[src/rtl/r5p_gpr_dbg.sv]
// Debug-side initiator for the R5P GPR file port: executes debug read/write
// commands on the rs1/rd ports while the core is halted, otherwise passes core signals through.
module r5p_gpr_dbg #(
    parameter int unsigned AW   = 5,
    parameter int unsigned XLEN = 32
) (
    input  logic            clk,
    input  logic            rst,
    input  logic            halted,
    input  logic            en0,
    input  logic            req_vld,
    output logic            req_rdy,
    input  logic            req_wr,
    input  logic [AW-1:0]   req_adr,
    input  logic [XLEN-1:0] req_wdt,
    output logic            rsp_vld,
    input  logic            rsp_rdy,
    output logic [XLEN-1:0] rsp_rdt,
    output logic            rsp_err,
    output logic            own,
    input  logic            c_e_rs1,
    input  logic [AW-1:0]   c_a_rs1,
    input  logic            c_e_rd,
    input  logic [AW-1:0]   c_a_rd,
    input  logic [XLEN-1:0] c_d_rd,
    output logic            e_rs1,
    output logic [AW-1:0]   a_rs1,
    input  logic [XLEN-1:0] d_rs1,
    output logic            e_rd,
    output logic [AW-1:0]   a_rd,
    output logic [XLEN-1:0] d_rd
);

    typedef enum logic [1:0] {
        IDLE = 2'd0,
        RD   = 2'd1,
        WR   = 2'd2,
        RSP  = 2'd3
    } state_t;

    state_t          state;
    logic [AW-1:0]   adr;
    logic [XLEN-1:0] wdt;
    logic            reject;

    // A command is refused when the core still owns the port, or on a
    // write to x0 while x0 writes are disabled.
    assign reject  = !halted || (req_wr && (req_adr == '0) && !en0);
    assign req_rdy = (state == IDLE);

    always_ff @(posedge clk or negedge rst) begin
        if (!rst) begin
            state   <= IDLE;
            adr     <= '0;
            wdt     <= '0;
            rsp_vld <= 1'b0;
            rsp_rdt <= '0;
            rsp_err <= 1'b0;
            own     <= 1'b0;
        end else begin
            case (state)
                IDLE: begin
                    if (req_vld) begin
                        adr <= req_adr;
                        wdt <= req_wdt;
                        if (reject) begin
                            state   <= RSP;
                            rsp_vld <= 1'b1;
                            rsp_rdt <= '0;
                            rsp_err <= 1'b1;
                        end else begin
                            state <= req_wr ? WR : RD;
                            own   <= 1'b1;
                        end
                    end
                end
                RD: begin
                    state   <= RSP;
                    own     <= 1'b0;
                    rsp_vld <= 1'b1;
                    rsp_rdt <= d_rs1;
                    rsp_err <= 1'b0;
                end
                WR: begin
                    state   <= RSP;
                    own     <= 1'b0;
                    rsp_vld <= 1'b1;
                    rsp_rdt <= '0;
                    rsp_err <= 1'b0;
                end
                RSP: begin
                    if (rsp_rdy) begin
                        state   <= IDLE;
                        rsp_vld <= 1'b0;
                    end
                end
                default: begin
                    state <= IDLE;
                    own   <= 1'b0;
                end
            endcase
        end
    end

    // While debug owns the port the core enables are ignored entirely.
    always_comb begin
        e_rs1 = c_e_rs1;
        a_rs1 = c_a_rs1;
        e_rd  = c_e_rd;
        a_rd  = c_a_rd;
        d_rd  = c_d_rd;
        if (own) begin
            e_rs1 = (state == RD);
            a_rs1 = adr;
            e_rd  = (state == WR);
            a_rd  = adr;
            d_rd  = wdt;
        end
    end

endmodule
[config.mk]
export PLATFORM = sky130hd
export DESIGN_NAME = r5p_gpr_dbg
export DESIGN_NICKNAME = d
export VERILOG_FILES = /design/src/rtl/r5p_gpr_dbg.sv
export SDC_FILE = /design/constraint.sdc
export NUM_CORES = 1
export LEC_CHECK = 0
export CORE_MARGIN = 1
export CORE_UTILIZATION = 38
export DETAILED_ROUTE_END_ITERATION = 8
export PLACE_DENSITY = 0.79
export SLEW_MARGIN = 40
export SYNTH_ARGS = -nofsm -noshare
export SYNTH_HDL_FRONTEND = slang
export SYNTH_SLANG_ARGS = --single-unit
[constraint.sdc]
create_clock -name clk -period 2.4 [get_ports clk]
set_clock_uncertainty 0.05 [all_clocks]
set_input_delay 0.36 -clock clk [delete_from_list [all_inputs] [get_ports clk]]
set_output_delay 0.36 -clock clk [all_outputs]
set_load 0.01 [all_outputs]
==> summary by stage <==
Routing
The count of nets left with antenna violations once routing finished came out at 0. After detailed routing, the number of vias per cell comes to 5.012. The first-pass iteration count of the detailed router is 4. The routed layout has 2867 vias.

The mean routed wirelength per cell is 16.23 um. The number of remaining DRC errors is 0. The routed wire length is 9282 um.

In this run, the number of DRC markers left after iteration 0 of detailed routing was 73.

Finish
In the final layout, the share of cells above drive strength 1 is 28.45%. In the final design database the tool counted 584 nets. Leaving out fill and tap cells, the most frequent cells in the layout are clkdlybuf4s50_1, dfrtp_1, mux2_2, a22o_2, inv_1.

Summing all multi-input logic gate instances after layout gives 1446 um2. The layout has 638 filler cells. Leaving out fill and tap cells, the most frequent cell in the layout is clkdlybuf4s50_1.

Relative to the synthesized area, the layout overhead comes to 71.88%. Cells fill 67.46% of the core in the end. Across the whole layout, storage elements account for 1853 um2. The repair_antennas step left the layout with diodes totalling 0.

Clock network
TritonCTS built the clock tree. The quantity of gates resized following cts is 0. The number of clock buffers added by TritonCTS is 9. The count of H-tree levels built during CTS is 3. Counting every sink on the clock net gives 74. Clock-pin slew was measured on the worst setup and hold paths at 0.08 ns. The library cell used as clock root buffer is clkbuf_8. The clock reaches the later pin of the worst-skew pair after 0.33 ns. Counting along the longest clock path gives a buffer depth of 2.

Power and ir drop
The worst IR drop on VDD is 0.4980 mV. In this run the static leakage power is 2.521 nW. The power density over the cells is 1164 nW/um2.

Timing
The count of pins over their slew limit is 0. The worst pin sits at a relative slew slack of 61.68%. Setup repair after global routing left no endpoint under its margin. The total negative slack is 0 ns. After layout, the minimum clock period comes to 2.298 ns.

Setup violations remaining at the end of the flow were counted as 0. The final critical path takes up 95.76% of the cycle. The count of final hold-check violations is 0.

Derived from the worst setup path, the maximum achievable clock frequency is 435.1 MHz. The final worst slack is 0.1017 ns. The worst hold slack across all endpoints is 0.4551 ns. At the pin with the least slew margin, the transition time is 0.5747 ns.

Worst hold path
Counting instances, the worst hold path has a depth of 1. The type of the tightest min-delay check is reg2reg.

Floorplan
The starting density of the core is 39.25%. The floorplan step defined a core boundary enclosing 8763 um2. The top-level port count is 200.

From bottom edge to top edge, the die measures 97.14 um. The number of core rows is 34. The width of the die is 97.14 um. The floorplan die area is 9436 um2.

Yosys
The synthesized netlist contains 28 unique library cells. The gate count of the mapped netlist is 254. The average size of a mapped cell is 13.54 um2. Counting flops and latches in the post-synthesis netlist gives 74. The number of nets in the synthesized netlist is 379.

During synthesis, Yosys emitted a total of 0 warnings. In this run the cell area of the synthesized design comes to 3440 um2. The proportion of synthesized chip area in sequential cells is 53.84%.

GRT
The via count of the first global-routing pass is 2989. The maximum number of pins on one net before global-route repair is 65. Summed over all layers, the global routing overflow is 0. Global routing consumed, over all layers together, 20.16% of the routing resources.

The first-pass GRT wire length is 14970 um. The number of antenna violations at the first check in global routing is 0.

Outcome
The flow ran to the end, and the final reports show no timing, DRC or antenna violations.

Critical path
STA classifies the critical path startpoint as a flip-flop. The worst setup path endpoint is req_rdy. The critical path start-end classification is reg2out. Setup slack on the worst reg-to-reg path comes out at 0.32 ns.

Along the worst path, the maximum fanout reaches 10. Measured in cells, the most critical reg-to-reg path has a length of 6. In this run the critical register-to-register path is launched from state[1]. Tracing the worst setup path back leads to its startpoint at state[1]. At the worst endpoint, the required time is 1.99 ns.

Data on the critical path arrives at its endpoint at 1.89 ns. The kind of end point of the critical path is an output port. The endpoint identified for the worst register-to-register timing path is own.

Placement
The count of input and output buffers is 199. The final RePlAce weighted congestion is 0.7666. The detailed placement HPWL is 7061 um. The pre-CTS worst setup slack is -0.03414 ns.

Job
Max-cap violations in this run came to 0.
synthesized netlist by cell type:
cell type / n / area share [%]
buf_1: 2 / 0.22
mux2i_1: 2 / 0.58
nor4_2: 1 / 0.36
dfrtp_1: 74 / 54
o221ai_1: 1 / 0.25
a22o_1: 7 / 1.8
ha_1: 5 / 1.8
clkbuf_1: 8 / 0.87
inv_1: 15 / 1.6
o21ai_0: 14 / 2.0
o221a_4: 1 / 0.58
o22ai_1: 1 / 0.18
a21oi_1: 1 / 0.15
buf_6: 3 / 0.98
a31oi_1: 1 / 0.18
o41ai_1: 1 / 0.25
nor2_1: 1 / 0.11
or4b_1: 1 / 0.29
nor2b_1: 1 / 0.18
mux2_2: 71 / 23
nand2_1: 9 / 0.98
o21ai_1: 1 / 0.15
nor3b_4: 1 / 0.55
o211ai_1: 1 / 0.22
o21ba_2: 1 / 0.29
buf_2: 4 / 0.58
a22o_2: 25 / 7.3
or4b_4: 1 / 0.40
through the flow:
| step | std cells | area [um2] | power [mW] |
|---|---|---|---|
| global route | 572 | 5912 | 7.292 |
| global placement | 555 | 5613 | 5.474 |
| floorplan | 254 | 3440 | 3.928 |
| finish | 572 | 5912 | 6.881 |
| detailed placement | 555 | 5613 | 5.599 |
| CTS | 571 | 5898 | 6.957 |
registers in the layout (all words and copies together), names as in the netlist:
register and cells:
wdt 32, rsp_vld 1, adr 5, rsp_rdt 32
rsp_err 1, own 1, state 2
how the worst min path moves through the flow:
stage	startpoint	to	slack (ns)
CTS	rst	rsp_rdt[7]	0.07
finish	wdt[23]	wdt[23]	0.46
detailed placement	wdt[23]	wdt[23]	0.44
global route	rsp_rdt[12]	rsp_rdt[12]	0.47
floorplan	rst	adr[0]	0.01
global placement	wdt[27]	wdt[27]	0.43
where the power goes:
part / leakage, nW / internal (mW) / switching, mW / total (mW)
clock network: 0.143 / 0.881 / 0.445 / 1.33
logic: 1.45 / 2.05 / 1.30 / 3.35
registers: 0.927 / 1.86 / 0.346 / 2.21
total: 2.52 / 4.79 / 2.09 / 6.88
worst max-delay path, cell delays in order, from the launching register on:
cell             delay, ns
dfrtp_1               0.42
inv_1                 0.11
ha_1                  0.39
clkdlybuf4s50_1       0.63
repair_timing:
item | 4_1_cts | 5_1_grt
buffers inserted | 0 | 0
endpoints found under the hold margin | 0 | 50
hold buffers | 0 | 1
cells by family (layout without fill, tap and decap cells):
group / after synthesis / in the layout / synth area share (%)
AND/OR/NAND/NOR: 15 / 15 / 2.874
adder cells (fa/ha/maj): 5 / 5 / 1.819
buffers and inverters: 32 / 242 / 4.292
multiplexers: 73 / 73 / 23.83
AO/OA/AOI/OAI: 55 / 55 / 13.35
flip-flops: 74 / 74 / 53.84
per-layer routing:
layer,GRT usage [%],up-vias,wire [um]
met5,0,-,0
met3,5.971,8,639
li1,-,1328,-
met1,24.93,1398,3907
met4,4.937,0,94
met2,34.51,133,4641
layout make-up:
type | instances | share of cell area [%]
Sequential cell | 74 | 31.34
Tap cell | 108 | 2.286
Multi-Input combinational cell | 148 | 24.47
Clock inverter | 4 | 2.032
Clock buffer | 12 | 2.794
Timing Repair Buffer | 211 | 36.13
Inverter | 15 | 0.9524
No activity file was read; power rests on OpenSTA's default activity.
